### config.mk
export PLATFORM = sky130hd
export DESIGN_NAME = dmem_requester
export DESIGN_NICKNAME = d
export VERILOG_FILES = /design/src/rtl/y86_pkg.sv /design/src/rtl/dmem_op_decode.sv /design/src/rtl/dmem_requester.sv
export SDC_FILE = /design/constraint.sdc
export NUM_CORES = 1
export LEC_CHECK = 0
export CAP_MARGIN = 15
export CORE_AREA = 2 2 180 182
export DETAILED_ROUTE_END_ITERATION = 8
export DIE_AREA = 0 0 182 184
export DONT_BUFFER_PORTS = 1
export PLACE_DENSITY = 0.48
export SYNTH_ARGS = -nofsm -noshare
export SYNTH_HDL_FRONTEND = slang
export SYNTH_SLANG_ARGS = --single-unit
export TNS_END_PERCENT = 50
### constraint.sdc
create_clock -name clk -period 2.7 [get_ports clk]
set_clock_uncertainty 0.05 [all_clocks]
set_input_delay 0.54 -clock clk [delete_from_list [all_inputs] [get_ports clk]]
set_output_delay 0.54 -clock clk [all_outputs]
set_load 0.05 [all_outputs]
### src/rtl/y86_pkg.sv
// Shared Y86-64 definitions: instruction codes, memory-stage FSM states and bus command payload.
package y86_pkg;

  localparam int unsigned XLEN    = 64;
  localparam int unsigned ICODE_W = 4;

  localparam logic [ICODE_W-1:0] I_RMMOVQ = 4'h4;
  localparam logic [ICODE_W-1:0] I_MRMOVQ = 4'h5;
  localparam logic [ICODE_W-1:0] I_CALL   = 4'h8;
  localparam logic [ICODE_W-1:0] I_RET    = 4'h9;
  localparam logic [ICODE_W-1:0] I_PUSHQ  = 4'hA;
  localparam logic [ICODE_W-1:0] I_POPQ   = 4'hB;

  typedef enum logic [1:0] {
    IDLE = 2'd0,
    REQ  = 2'd1,
    WAIT = 2'd2,
    DONE = 2'd3
  } state_t;

  typedef struct packed {
    logic            we;
    logic [XLEN-1:0] addr;
    logic [XLEN-1:0] wdata;
  } mem_cmd_t;

endpackage

### src/rtl/dmem_op_decode.sv
// Maps a memory-stage instruction onto a single read or write: direction, address and write data.
module dmem_op_decode
  import y86_pkg::*;
(
  input  logic [ICODE_W-1:0] icode,
  input  logic [XLEN-1:0]    valA,
  input  logic [XLEN-1:0]    valE,
  input  logic [XLEN-1:0]    valP,
  output logic               is_rd,
  output logic               is_wr,
  output logic [XLEN-1:0]    addr,
  output logic [XLEN-1:0]    wdata
);

  always_comb begin
    is_rd = 1'b0;
    is_wr = 1'b0;
    addr  = valE;
    wdata = valA;
    case (icode)
      I_RMMOVQ, I_PUSHQ: is_wr = 1'b1;
      I_CALL: begin
        is_wr = 1'b1;
        wdata = valP;
      end
      I_MRMOVQ: is_rd = 1'b1;
      // Stack pops address through the old stack pointer in valA
      I_RET, I_POPQ: begin
        is_rd = 1'b1;
        addr  = valA;
      end
      default: ;
    endcase
  end

endmodule

### src/rtl/dmem_requester.sv
// Memory-stage initiator: one req/gnt/rvalid transaction per instruction, with address
// range checking, a REQ+WAIT timeout and a held read-data register.
module dmem_requester
  import y86_pkg::*;
#(
  parameter int unsigned ADDR_MAX = 8192,
  parameter int unsigned TIMEOUT  = 64,
  parameter int unsigned CNT_W    = 7
) (
  input  logic               clk,
  input  logic               reset,
  input  logic               m_valid,
  input  logic [ICODE_W-1:0] icode,
  input  logic [XLEN-1:0]    valA,
  input  logic [XLEN-1:0]    valE,
  input  logic [XLEN-1:0]    valP,
  output logic               busy,
  output logic               done,
  output logic [XLEN-1:0]    valM,
  output logic               dmem_error,
  output logic               mem_req,
  output logic               mem_we,
  output logic [XLEN-1:0]    mem_addr,
  output logic [XLEN-1:0]    mem_wdata,
  input  logic               mem_gnt,
  input  logic               mem_rvalid,
  input  logic [XLEN-1:0]    mem_rdata
);

  state_t          state, state_n;
  logic [CNT_W-1:0] cnt, cnt_n;
  logic            err, err_n;
  mem_cmd_t        cmd, cmd_n;
  logic [XLEN-1:0] valm_n;
  logic            timed_out;

  logic            dec_rd, dec_wr;
  logic [XLEN-1:0] dec_addr, dec_wdata;

  dmem_op_decode u_decode (
    .icode (icode),
    .valA  (valA),
    .valE  (valE),
    .valP  (valP),
    .is_rd (dec_rd),
    .is_wr (dec_wr),
    .addr  (dec_addr),
    .wdata (dec_wdata)
  );

  assign mem_we    = cmd.we;
  assign mem_addr  = cmd.addr;
  assign mem_wdata = cmd.wdata;

  // Last permitted REQ/WAIT cycle: the counter reaches TIMEOUT on the edge that leaves it
  assign timed_out = (cnt >= CNT_W'(TIMEOUT - 1));

  always_ff @(posedge clk) begin
    if (reset) begin
      state      <= IDLE;
      cnt        <= '0;
      err        <= 1'b0;
      cmd        <= '0;
      valM       <= '0;
      busy       <= 1'b0;
      done       <= 1'b0;
      dmem_error <= 1'b0;
      mem_req    <= 1'b0;
    end else begin
      state      <= state_n;
      cnt        <= cnt_n;
      err        <= err_n;
      cmd        <= cmd_n;
      valM       <= valm_n;
      busy       <= (state_n != IDLE);
      done       <= (state_n == DONE);
      dmem_error <= (state_n == DONE) && err_n;
      mem_req    <= (state_n == REQ);
    end
  end

  always_comb begin
    state_n = state;
    cnt_n   = cnt;
    err_n   = err;
    cmd_n   = cmd;
    valm_n  = valM;
    case (state)
      IDLE: begin
        cnt_n = '0;
        err_n = 1'b0;
        if (m_valid) begin
          cmd_n.we    = dec_wr;
          cmd_n.addr  = dec_addr;
          cmd_n.wdata = dec_wdata;
          if (!(dec_rd || dec_wr)) begin
            state_n = DONE;
          end else if (dec_addr > XLEN'(ADDR_MAX)) begin
            state_n = DONE;
            err_n   = 1'b1;
          end else begin
            state_n = REQ;
          end
        end
      end
      REQ: begin
        cnt_n = cnt + CNT_W'(1);
        // A completion in the final allowed cycle wins over the timeout
        if (mem_gnt && cmd.we) begin
          state_n = DONE;
        end else if (mem_gnt && mem_rvalid) begin
          valm_n  = mem_rdata;
          state_n = DONE;
        end else if (timed_out) begin
          state_n = DONE;
          err_n   = 1'b1;
        end else if (mem_gnt) begin
          state_n = WAIT;
        end
      end
      WAIT: begin
        cnt_n = cnt + CNT_W'(1);
        if (mem_rvalid) begin
          valm_n  = mem_rdata;
          state_n = DONE;
        end else if (timed_out) begin
          state_n = DONE;
          err_n   = 1'b1;
        end
      end
      DONE: begin
        cnt_n   = '0;
        state_n = IDLE;
      end
      default: state_n = IDLE;
    endcase
  end

endmodule
Word-level counts from Yosys, hierarchy flattened
Index checks and enable logic that the tools add are counted.
{"block": "word_totals", "regBits": 207, "latchBits": 0, "mem_bits_rw": 0, "rom_bits": 0, "inputBits": 265, "n_memories": 0}
{"block": "classes", "addsub": 1, "multipliers": 0, "div": 0, "n_lt_le_gt_ge": 2, "n_eq_ne": 14, "n_shift": 0, "muxes": 27, "bitwise_logic": 0, "reduce_logical": 14}
{"op": "two-way mux 64 bit", "n": 5}
{"op": "case mux 64 bit (2 select lines)", "n": 1}
{"op": "> comparator 64 x 14 -> 1 bit (second input constant)", "n": 1}
{"op": "two-way mux 2 bit", "n": 9}
{"op": "== test 4 bit (second input constant)", "n": 4}
{"op": "case mux 7 bit (2 select lines)", "n": 1}
{"op": "two-way mux 1 bit", "n": 9}
{"op": "== test 4 x 3 -> 1 bit (second input constant)", "n": 2}
{"op": "case mux 2 bit (4 select lines)", "n": 1}
{"op": "adder 7 x 1 -> 7 bit (second input constant)", "n": 1}
{"op": "greater-or-equal comparator 7 x 6 -> 1 bit (second input constant)", "n": 1}
{"op": "== test 2 bit (second input constant)", "n": 3}
{"op": "!= test 2 bit (second input constant)", "n": 3}
{"op": "OR reduction 2 bit", "n": 3}
{"op": "OR reduction 3 bit", "n": 2}
{"op": "== test 2 x 1 -> 1 bit (second input constant)", "n": 2}
{"op": "AND reduction 4 bit", "n": 1}
{"op": "nonzero test 2 bit", "n": 2}
{"op": "logical AND 1 bit", "n": 3}
{"op": "case mux 1 bit (3 select lines)", "n": 1}
{"op": "logical NOT 2 bit", "n": 1}
{"op": "AND reduction 2 bit", "n": 1}
{"op": "logical OR 1 bit", "n": 1}

Longest topological paths before layout
{"block": "depth", "ltp_word": 10, "depth_mapped": 8}

Modules after synthesis
A second synthesis with hierarchy kept.
{"block": "hier_totals", "hier_cells": 1078, "area_unflattened_um2": 9291.4}
{"module": "dmem_requester", "n_inst": 1, "cells_each": 930, "area_per_inst_um2": 7393.3, "seq_area_each_um2": 4144.0}
{"module": "dmem_op_decode", "n_inst": 1, "cells_each": 148, "area_per_inst_um2": 1898.1, "seq_area_each_um2": 0.0}

Worst setup path after synthesis
OpenSTA, ideal clock, no wires.
{"block": "synth_path", "kind": "in2reg", "startpoint": "input valE[30]", "endpoint": "register mem_req", "setup_ns": 0.060, "arrival_time_ns": 1.909, "setup_slack_ns": 0.681, "cell_stages": 5, "path_cell_list": "or4_1 -> nor4_2 -> o221ai_2 -> o31ai_4 -> and3_1"}
{"block": "synth_between", "elab_chain_cells": 7}
{"element": "start, declared", "line_no": "dmem_requester.sv:15", "source": "input logic [XLEN-1:0] valE,"}
{"element": "two-way mux 64 bit", "line_no": "dmem_op_decode.sv:20", "source": "case (icode)"}
{"element": "> comparator 64 x 14 -> 1 bit", "line_no": "dmem_requester.sv:98", "source": "end else if (dec_addr > XLEN'(ADDR_MAX)) begin"}
{"element": "two-way mux 2 bit", "line_no": "dmem_requester.sv:98"}
{"element": "two-way mux 2 bit", "line_no": "dmem_requester.sv:96", "source": "if (!(dec_rd || dec_wr)) begin"}
{"element": "two-way mux 2 bit", "line_no": "dmem_requester.sv:92", "source": "if (m_valid) begin"}
{"element": "case mux 2 bit (4 select lines)", "line_no": "dmem_requester.sv:88", "source": "case (state)"}
{"element": "== test 2 x 1 -> 1 bit", "line_no": "dmem_requester.sv:78", "source": "mem_req <= (state_n == REQ);"}
{"element": "end signal, assigned", "line_no": "dmem_requester.sv:78"}
{"element": "end, declared", "line_no": "dmem_requester.sv:21", "source": "output logic mem_req,"}
Every way passes these cells.
A chain may end at the register's enable or synchronous reset.

Worst setup path in the final report
{"block": "layout_path", "startpoint": "register state[0]", "endpoint": "register valM[35]"}
{"block": "layout_between", "elab_chain_cells": 3}
{"element": "start, declared", "line_no": "dmem_requester.sv:30", "source": "state_t state, state_n;"}
{"element": "start signal, assigned", "line_no": "dmem_requester.sv:70", "source": "state <= state_n;"}
{"element": "== test 2 x 1 -> 1 bit / == test 2 bit (equally long branches)", "line_no": "dmem_requester.sv:88"}
{"element": "!= test 2 bit (no line) / nonzero test 2 bit (equally long branches)"}
{"element": "AND reduction 4 bit (no line)"}
{"element": "end signal, assigned", "line_no": "dmem_requester.sv:74", "source": "valM <= valm_n;"}
{"element": "end, declared", "line_no": "dmem_requester.sv:19", "source": "output logic [XLEN-1:0] valM,"}
Parallel ways exist; a longest one is shown, timed or not.

==> run metrics <==
Leak=roughly 3.3 nW; drt total wl=32900 um; commonest cells after routing, fill and taps aside=nand2_1 (261), dfxtp_1 (207), nor2_1 (147); DR top layer=met4; Clock Sinks=207; CTS resizes=0; Ys Warns=0; CTS Buf Count=25; syn_nets=1318; max_slew headroom=a little under three fifths; worst endpoint required time=about 3.1 ns; DR DRC count=0; HP Class=input pin to flop; via/cell ratio=5.25; crit-path cells=nand2_1, nor3_1, o21a_2, buf_12, nand2_1, a21oi_1; CP top delay family=simple AND/OR/NAND/NOR gates; initial antenna violation count=1; CTS tree=built; Core Region=0.0314 mm2; CP max stage cell=dfxtp_1; cells after synthesis=around 1100; vias in the first global route=~7400; synthesized cell area=a little under 0.009 mm2; Setup WS pre-CTS=around 0.21 ns; Slew Viols, Final=0; worst hold slack=between 0.04 and 0.05 ns; Synth area leader=dfxtp_1; share of post-route cells with drive strength above 1=around 7.0%; Critical Path End Type=flop; # IOs=between 400 and 500; met2 routed WL=roughly 16000 um; Fin. Hold Viols=0; asr flop ratio synth=0%; startpoint types=flop; Layout area overhead=13.5%; Tcrit/Tclk final=roughly three quarters; nets=between 1000 and 1500; Final Critical Period=between 2 and 2.5 ns; status=completed; grt total ovfl=0; DIE AREA=0.0335 mm2; Final ANT Viol Nets=0; Vias=around 7500; largest net degree at the start of global routing=between 150 and 200; CTS Hold Bufs=0; initial core utilization=27.7%; Clock Latency Late Sink=between 0.5 and 0.6 ns; Post-synth EDFFs=0; RSZ-0062 raised after global routing=false; setup violators final=0; Die X=approximately 180 um; cell area power density=around 900 mW/mm2; max cap viols=0; GPL Wtd Cong=between 0.8 and 0.9; Longest Clk Path Bufs=3; root buffer cell=clkbuf_16; Least-Margin Pin Slew=approximately 0.67 ns; Data arrival, critical path=2.43 ns; Cell Rows=65; ys flop type=dfxtp_1; drt initial violations=roughly 390; WL/cell=23.0 um; Buf/Inv on CP=1; top cells by area, synth=dfxtp_1 (48%), nand2_1 (11%), mux2i_1 (7.5%); met3 wire len=~4100 um; met1 wire length=between 10000 and 15000 um; Die Y-Extent=between 150 and 200 um; GRT Util Overall=a little under a fifth; CP max FO=48; fmax=about 0.49 GHz; Largest stage delay, worst path=around 0.47 ns; Most Frequent Cell on Critical Path=nand2_1; post-synth cell types=38; drt pass-1 iters=5; Synth Register Bits=207; VDD IR-drop max=421 uV; Power Total=8.87 mW; H-tree Lvls=1; TNS Setup=0 ns; Detailed Place HPWL=between 20000 and 25000 um; first-pass GRT wire length=between 40000 and 50000 um; commonest non-fill, non-tap cell in the layout=nand2_1; syn_area_per_cell=between 8 and 9 um2; critical path class=flop to flop; IO Port Bufs=0; sequential fraction of the synthesis area=~48%; share of the synthesized area in the top cell type=47.7%; setup bufs post-CTS=0; Worst-path clk slew=roughly 0.060 ns; min setup slack post-route=about 0.67 ns
==> cell usage after synthesis, types with 3 or more instances <==
cell type / instances
a21oi_1: 70
xor2_1: 3
inv_1: 3
nand3_1: 4
clkbuf_1: 60
mux2i_1: 65
a211oi_1: 67
nand4_1: 8
buf_1: 12
a311oi_1: 64
nor4_1: 22
nor3_1: 7
buf_2: 17
nand2_1: 261
nor2_1: 147
o21ai_0: 5
dfxtp_1: 207
==> per-stage QoR <==
stage	area [um2]	cells	utilization, %
detailed placement	9110	1388	29.0
global route	9860	1430	31.4
CTS	9860	1429	31.4
floorplan	8690	1052	-
finish	9860	1430	31.4
global placement	9110	1388	29.0
==> flip-flops by register name, summed over array words and instances (netlist names) <==
signal and cells:
busy 1, cnt 7, dmem_error 1, done 1, err 1, mem_addr 64, mem_req 1, mem_wdata 64
mem_we 1, state 2, valM 64
==> path summary, 6_finish.rpt <==
check,slack [ns],cells past startpoint,endpoint,from
worst max-delay path,0.67,6,valM[35]$_SDFFE_PP0P_,state[0]$_SDFF_PP0_
worst max register to register,0.67,6,valM[35]$_SDFFE_PP0P_,state[0]$_SDFF_PP0_
worst min register to register,0.39,1,cnt[0]$_SDFF_PP0_,cnt[0]$_SDFF_PP0_
worst min-delay path,0.05,1,valM[49]$_SDFFE_PP0P_,reset
==> layout make-up <==
type	count	area [um2]
clock inverters	6	58.8
clock buffers	35	693
multi-input cells	753	4200
flip-flops and latches	207	4140
well taps	402	503
diodes	1	2.50
fillers	3359	21500
inverters	3	11.3
repair buffers	23	248
==> cell families after synthesis <==
logic type	count (synthesis)	synth area share, %
buffers and inverters	92	4.22
adders and majority gates	1	0.144
DFF	207	47.7
and+or+nand+nor	468	22.5
AOI/OAI and AO/OA	214	17.5
muxes	65	7.49
xor gates and xnor gates	5	0.504
==> power breakdown <==
| group | internal, mW | switching [mW] | leakage [nW] |
|---|---|---|---|
| Combinational | 0.378 | 0.557 | 1.23 |
| Sequential | 3.39 | 1.38 | 1.70 |
| Clock | 1.86 | 1.30 | 0.372 |
==> per-layer routing <==
layer / GRT usage [%] / vias up
met5: 0 / -
met4: 6.26 / 0
met3: 8.58 / 52
met2: 32.2 / 377
met1: 19.8 / 3450
li1: - / 3624
(Power assumes the default switching activity.)
